File: config.mk
export PLATFORM = sky130hd
export DESIGN_NAME = cpu_test_sequencer
export DESIGN_NICKNAME = d
export VERILOG_FILES = /design/src/rtl/cpu_test_sequencer.sv
export SDC_FILE = /design/constraint.sdc
export NUM_CORES = 1
export LEC_CHECK = 0
export ABC_AREA = 1
export CAP_MARGIN = 20
export CORE_UTILIZATION = 48
export DETAILED_ROUTE_END_ITERATION = 16
export PLACE_DENSITY_LB_ADDON = 0.12
export SLEW_MARGIN = 0
export SYNTH_ARGS = -nofsm -noshare
export SYNTH_HDL_FRONTEND = slang
export SYNTH_SLANG_ARGS = --single-unit
File: constraint.sdc
create_clock -name clock -period 3.5 [get_ports clock]
set_input_delay 0.7 -clock clock [delete_from_list [all_inputs] [get_ports clock]]
set_output_delay 0.7 -clock clock [all_outputs]
set_load 0.01 [all_outputs]
File: src/rtl/cpu_test_sequencer.sv
// cpu_test_sequencer: walks a table of CPU self-tests. Each test resets the
// core, requests an image load, runs it for a programmed number of cycles,
// then compares a probed register against the expected value and reports.
//
// state  | meaning
// IDLE   | waiting for start, CPU held in reset
// RST    | CPU held in reset for RESET_CYCLES cycles
// LOAD   | image load requested, waiting for load_ack or timeout
// RUN    | CPU released, down-counting the programmed run length
// CHECK  | CPU still running, probe_data compared against expected value
// REPORT | one-cycle result strobe, CPU back in reset
// DONE   | all tests reported, tallies held until the next start
module cpu_test_sequencer #(
  parameter int NUM_TESTS    = 3,
  parameter int DATA_W       = 32,
  parameter int SEL_W        = 5,
  parameter int CYC_W        = 16,
  parameter int RESET_CYCLES = 2,
  parameter int LOAD_TIMEOUT = 1024,
  parameter int ID_W         = (NUM_TESTS > 1) ? $clog2(NUM_TESTS) : 1
) (
  input  logic                        clock,
  input  logic                        reset,
  input  logic                        start,
  output logic                        cpu_reset_n,
  output logic                        load_req,
  output logic [ID_W-1:0]             load_id,
  input  logic                        load_ack,
  output logic [SEL_W-1:0]            probe_sel,
  input  logic [DATA_W-1:0]           probe_data,
  input  logic [NUM_TESTS*CYC_W-1:0]  test_cycles,
  input  logic [NUM_TESTS*DATA_W-1:0] test_expect,
  input  logic [NUM_TESTS*SEL_W-1:0]  test_sel,
  output logic                        busy,
  output logic                        done,
  output logic                        result_valid,
  output logic [ID_W-1:0]             result_id,
  output logic                        result_pass,
  output logic [ID_W:0]               pass_count,
  output logic [ID_W:0]               fail_count,
  output logic [NUM_TESTS-1:0]        fail_mask
);

  // One shared down-counter serves the reset, load-timeout and run phases,
  // so it must be wide enough for the largest of the three.
  localparam int TMR_A = (CYC_W > $clog2(LOAD_TIMEOUT + 1)) ? CYC_W : $clog2(LOAD_TIMEOUT + 1);
  localparam int TMR_W = (TMR_A > $clog2(RESET_CYCLES + 1)) ? TMR_A : $clog2(RESET_CYCLES + 1);

  localparam logic [TMR_W-1:0] RST_LOAD = TMR_W'(RESET_CYCLES - 1);
  localparam logic [TMR_W-1:0] TO_LOAD  = TMR_W'(LOAD_TIMEOUT - 1);
  localparam logic [ID_W-1:0]  LAST_ID  = ID_W'(NUM_TESTS - 1);

  localparam logic [2:0] S_IDLE   = 3'd0;
  localparam logic [2:0] S_RST    = 3'd1;
  localparam logic [2:0] S_LOAD   = 3'd2;
  localparam logic [2:0] S_RUN    = 3'd3;
  localparam logic [2:0] S_CHECK  = 3'd4;
  localparam logic [2:0] S_REPORT = 3'd5;
  localparam logic [2:0] S_DONE   = 3'd6;

  logic [2:0]       state, state_nxt;
  logic [ID_W-1:0]  idx, idx_nxt;
  logic [TMR_W-1:0] tmr, tmr_nxt;
  logic [TMR_W-1:0] run_load;
  logic             clear_run;
  logic             rpt_load;
  logic             rpt_pass;
  logic             busy_nxt;

  logic [CYC_W-1:0]  cyc_tab [NUM_TESTS];
  logic [DATA_W-1:0] exp_tab [NUM_TESTS];
  logic [SEL_W-1:0]  sel_tab [NUM_TESTS];

  genvar gi;
  generate
    for (gi = 0; gi < NUM_TESTS; gi++) begin : g_tab
      assign cyc_tab[gi] = test_cycles[gi*CYC_W +: CYC_W];
      assign exp_tab[gi] = test_expect[gi*DATA_W +: DATA_W];
      assign sel_tab[gi] = test_sel[gi*SEL_W +: SEL_W];
    end
  endgenerate

  // Run length reload value; a programmed 0 behaves as a 1-cycle run.
  always_comb begin
    run_load = '0;
    if (cyc_tab[idx] != '0) run_load = TMR_W'(cyc_tab[idx]) - 1'b1;
  end

  // Next-state, index and timer logic.
  always_comb begin
    state_nxt = state;
    idx_nxt   = idx;
    tmr_nxt   = tmr;
    clear_run = 1'b0;
    rpt_load  = 1'b0;
    rpt_pass  = 1'b0;
    case (state)
      S_IDLE, S_DONE: begin
        if (start) begin
          state_nxt = S_RST;
          idx_nxt   = '0;
          tmr_nxt   = RST_LOAD;
          clear_run = 1'b1;
        end
      end
      S_RST: begin
        if (tmr == '0) begin
          state_nxt = S_LOAD;
          tmr_nxt   = TO_LOAD;
        end else begin
          tmr_nxt = tmr - 1'b1;
        end
      end
      S_LOAD: begin
        // An ack on the final timeout cycle still wins over the timeout.
        if (load_ack) begin
          state_nxt = S_RUN;
          tmr_nxt   = run_load;
        end else if (tmr == '0) begin
          state_nxt = S_REPORT;
          rpt_load  = 1'b1;
          rpt_pass  = 1'b0;
        end else begin
          tmr_nxt = tmr - 1'b1;
        end
      end
      S_RUN: begin
        if (tmr == '0) state_nxt = S_CHECK;
        else           tmr_nxt   = tmr - 1'b1;
      end
      S_CHECK: begin
        state_nxt = S_REPORT;
        rpt_load  = 1'b1;
        rpt_pass  = (probe_data == exp_tab[idx]);
      end
      S_REPORT: begin
        if (idx == LAST_ID) begin
          state_nxt = S_DONE;
        end else begin
          state_nxt = S_RST;
          idx_nxt   = idx + 1'b1;
          tmr_nxt   = RST_LOAD;
        end
      end
      default: state_nxt = S_IDLE;
    endcase
  end

  assign busy_nxt = (state_nxt != S_IDLE) && (state_nxt != S_DONE);

  // State, control registers and registered outputs derived from the next state.
  always_ff @(posedge clock) begin
    if (reset) begin
      state        <= S_IDLE;
      idx          <= '0;
      tmr          <= '0;
      cpu_reset_n  <= 1'b0;
      load_req     <= 1'b0;
      load_id      <= '0;
      probe_sel    <= '0;
      busy         <= 1'b0;
      done         <= 1'b0;
      result_valid <= 1'b0;
      result_id    <= '0;
      result_pass  <= 1'b0;
      pass_count   <= '0;
      fail_count   <= '0;
      fail_mask    <= '0;
    end else begin
      state        <= state_nxt;
      idx          <= idx_nxt;
      tmr          <= tmr_nxt;
      cpu_reset_n  <= (state_nxt == S_RUN) || (state_nxt == S_CHECK);
      load_req     <= (state_nxt == S_LOAD);
      load_id      <= (state_nxt == S_LOAD) ? idx_nxt : '0;
      probe_sel    <= busy_nxt ? sel_tab[idx_nxt] : '0;
      busy         <= busy_nxt;
      done         <= (state_nxt == S_DONE);
      result_valid <= rpt_load;
      result_id    <= rpt_load ? idx : '0;
      result_pass  <= rpt_load & rpt_pass;
      if (clear_run) begin
        pass_count <= '0;
        fail_count <= '0;
        fail_mask  <= '0;
      end else if (rpt_load) begin
        if (rpt_pass) begin
          pass_count <= pass_count + 1'b1;
        end else begin
          fail_count <= fail_count + 1'b1;
          fail_mask  <= fail_mask | (NUM_TESTS'(1) << idx);
        end
      end
    end
  end

endmodule

==> qor.txt <==
===============================================================================================
Status                                                                             finished, final reports clean
Worst slew margin relative to its limit                                                   0.519
Clock input transition at the sequential cells of the worst setup and hold paths        0.09 ns
Footprint of the multi-input gates                                                     3620 µm²
Detail-routed net length per standard cell                                              13.3 µm
TritonCTS clock tree                                                                      built
Wire length of the first global-routing pass                                            29.5 mm
Setup clock skew after layout                                                        0.00771 ns
Detailed-route via count                                                                   6927
Yosys warnings                                                                                0
Post-layout min period                                                                  2.63 ns
Critical-path cell with the highest stage delay                                    sky130_fd_sc_hd__dfxtp_2
Most common library cell in the layout ignoring fill and taps                      sky130_fd_sc_hd__nand2_1
Crit Path Max Fanout                                                                         23
Stage delay of the slowest cell on the critical path                                    0.37 ns
Total power of the final layout                                                         2860 µW
Buffer cell driving the clock tree root                                            sky130_fd_sc_hd__clkbuf_8
Type of element capturing the critical path                                                flop
Final period util                                                                         0.753
CTS buffer count                                                                              5
Number of core rows                                                                          38
Final setup violation count                                                                   0
Mapped cell area                                                                       5330 µm²
Post-cts repair resize count                                                                  0
Total iterations of the first detailed-routing run                                            9
Number of max-slew violations in the final report                                             0
Global-route usage over all layers                                                        0.320
Cell count along the critical path                                                           14
Layout fillers                                                                             1010
Fin. Hold Viols                                                                               0
Mapped Nets                                                                                1219
Area added between synthesis and finish                                                   44.1%
Count of input and output buffers                                                           218
Initial DRC count                                                                           454
Chain of cells forming the critical path                                           inv_4, nand2_2, inv_2, buf_4, a32oi_2, ha_1, nand2_1, nor2_4, nand2_1, xnor2_1, nand2_1, o211ai_1, nand2_1, inv_1
Data arrival time of the worst path                                                     2.84 ns
Worst Setup Path Type                                                              flop to flop
Via count of the first global-routing pass                                                 6468
Cell family with most CP delay                                                     simple AND/OR/NAND/NOR gates
WP data required                                                                        3.71 ns
Number of instances on the worst hold path                                                    2
Placed instance count                                                                      1352
Setup TNS                                                                                  0 ns
H-tree depth reported by CTS                                                                  2
Top cell by count, worst path                                                      sky130_fd_sc_hd__nand2_1
Leakage power                                                                        0.00395 µW
Maximum capacitance violations                                                                0
Area of the core region                                                               10800 µm²
Fraction of the yosys area taken by sequential cells                                      0.169
Horizontal extent of the die                                                             107 µm
Final Wtd Congestion                                                                       1.00
Class of the tightest hold or removal check                                        flop to flop
Max Clk Rate                                                                            380 MHz
Count of buffers added by post-CTS timing repair for setup                                    0
#FFs+latches synth                                                                           45
Storage cell area                                                                       902 µm²
Largest net degree at the start of global routing                                            56
Fraction of layout instances using a drive strength above 1                              0.0484
Via count normalized by instance count                                                     5.09
Pin slew with the least headroom to its limit                                          0.714 ns
Die Outline Area                                                                      11500 µm²
Power density relative to cell area                                                  372 nW/µm²
ANT cells                                                                                     0
Maximum clock insertion buffer count                                                          2
Cells on worst reg2reg path                                                                  14
Buffering stage count on the worst path with inverters included                               4
Post-route ant nets                                                                           0
Antenna violations before repair                                                              0
Post-Layout Cell Count                                                                     1360
Worst IR drop on VDD                                                                   0.314 mV
Clock latency of the later-clocked register in the worst-skew pair                      0.31 ns
# clock sinks                                                                                45
Sort of element at the start of the critical path                                          flop
Total length of routed wires                                                            18.1 mm
Final nets                                                                                 1425
Number of ports placed on the die boundary                                                  219
Total DRC errors in the routed layout                                                         0
Starting Density                                                                          0.492
Gate count of the mapped netlist                                                           1013
RSZ-0062 raised after global routing                                                         no
Die Y-Extent                                                                             107 µm
Total of hold buffers inserted after clock tree synthesis                                     0
Commonest cells after routing, fill and taps aside                                 363 x sky130_fd_sc_hd__nand2_1, 218 x sky130_fd_sc_hd__clkdlybuf4s50_1, 158 x sky130_fd_sc_hd__inv_1
HPWL Detailed                                                                           14.4 mm
Leftover overflow at the end of global routing                                                0
Post-Synthesis Mean Instance Area                                                      5.26 µm²
Distinct cell type count of the synthesized netlist                                          44
===============================================================================================
[sequential cells by signal, summed over array words and instances (netlist names)]
signal,count
busy,1
result_valid,1
tmr,16
result_pass,1
idx,2
result_id,2
fail_mask,3
load_id,2
load_req,1
state,3
fail_count,3
done,1
pass_count,3
probe_sel,5
cpu_reset_n,1
[worst paths after layout]
| path | from | to | slack [ns] |
|---|---|---|---|
| min reg2reg | fail_mask[0] | fail_mask[0] | 0.48 |
| min | fail_mask[0] | fail_mask[0] | 0.48 |
| max | idx[0] | tmr[12] | 0.87 |
| max reg2reg | idx[0] | tmr[12] | 0.87 |
[where the power goes]
| part | internal, µW | switching (µW) |
|---|---|---|
| Sequential | 623 | 90.6 |
| Combinational | 718 | 1010 |
| Clock | 218 | 197 |
| Total | 1560 | 1300 |
[logic make-up after synthesis]
| logic type | count (synthesis) | share of synthesized area |
|---|---|---|
| flops | 45 | 0.169 |
| buf+inv | 193 | 0.152 |
| fa+ha+maj | 11 | 0.0258 |
| xor+xnor | 20 | 0.0329 |
| compound gates | 85 | 0.102 |
| simple gates | 659 | 0.519 |
[tightest hold or removal path, cell delays in order, from the launching register on]
cell                      delay (ns)
sky130_fd_sc_hd__dfxtp_1        0.33
sky130_fd_sc_hd__inv_1          0.05
sky130_fd_sc_hd__a21oi_1        0.06
[synth_stat cells (all sizes together)]
cell	number	area, µm²
nand3b	5	37.5
clkbuf	3	11.3
nor4	3	18.8
and2	5	31.3
dfxtp	45	901
xnor2	4	35.0
nand2	371	1410
nor2	153	614
o21ai	44	243
or2	6	37.5
a211oi	1	7.51
a32oi	1	16.3
nand4	6	37.5
o31ai	3	22.5
ha	11	138
a21oi	18	101
xor2	16	140
o221ai	2	17.5
nor3	15	80.1
clkinv	2	7.51
a31oi	1	6.26
nand3	95	495
o211ai	14	120
inv	164	618
o311ai	1	8.76
buf	24	173
[through the flow]
step,util,setup WS (ns),hold slack [ns],cell area (µm²)
2_1_floorplan,-,1.45,0.474,5330
3_3_place_gp,0.698,0.804,0.447,7570
3_5_place_dp,0.698,0.764,0.467,7570
4_1_cts,0.709,0.872,0.483,7680
5_1_grt,0.709,0.589,0.514,7680
6_report,0.709,0.866,0.483,7680
[layout make-up]
type	instances	share of cell area
sequential	45	0.117
tap	140	0.0228
timing repair buffer	226	0.292
clock buffer	5	0.00896
multi-input combinational	775	0.471
clock inverter	3	0.00619
inverter	166	0.0814
[layer usage]
layer  track usage  wire length [µm]  part of all wire
met1         0.376              7450              0.41
met2         0.567              8350              0.46
met3        0.0720              1710             0.094
met4         0.117               619             0.034
met5             0                 0                 0
Note: power is estimated with default switching activity, not from simulation.
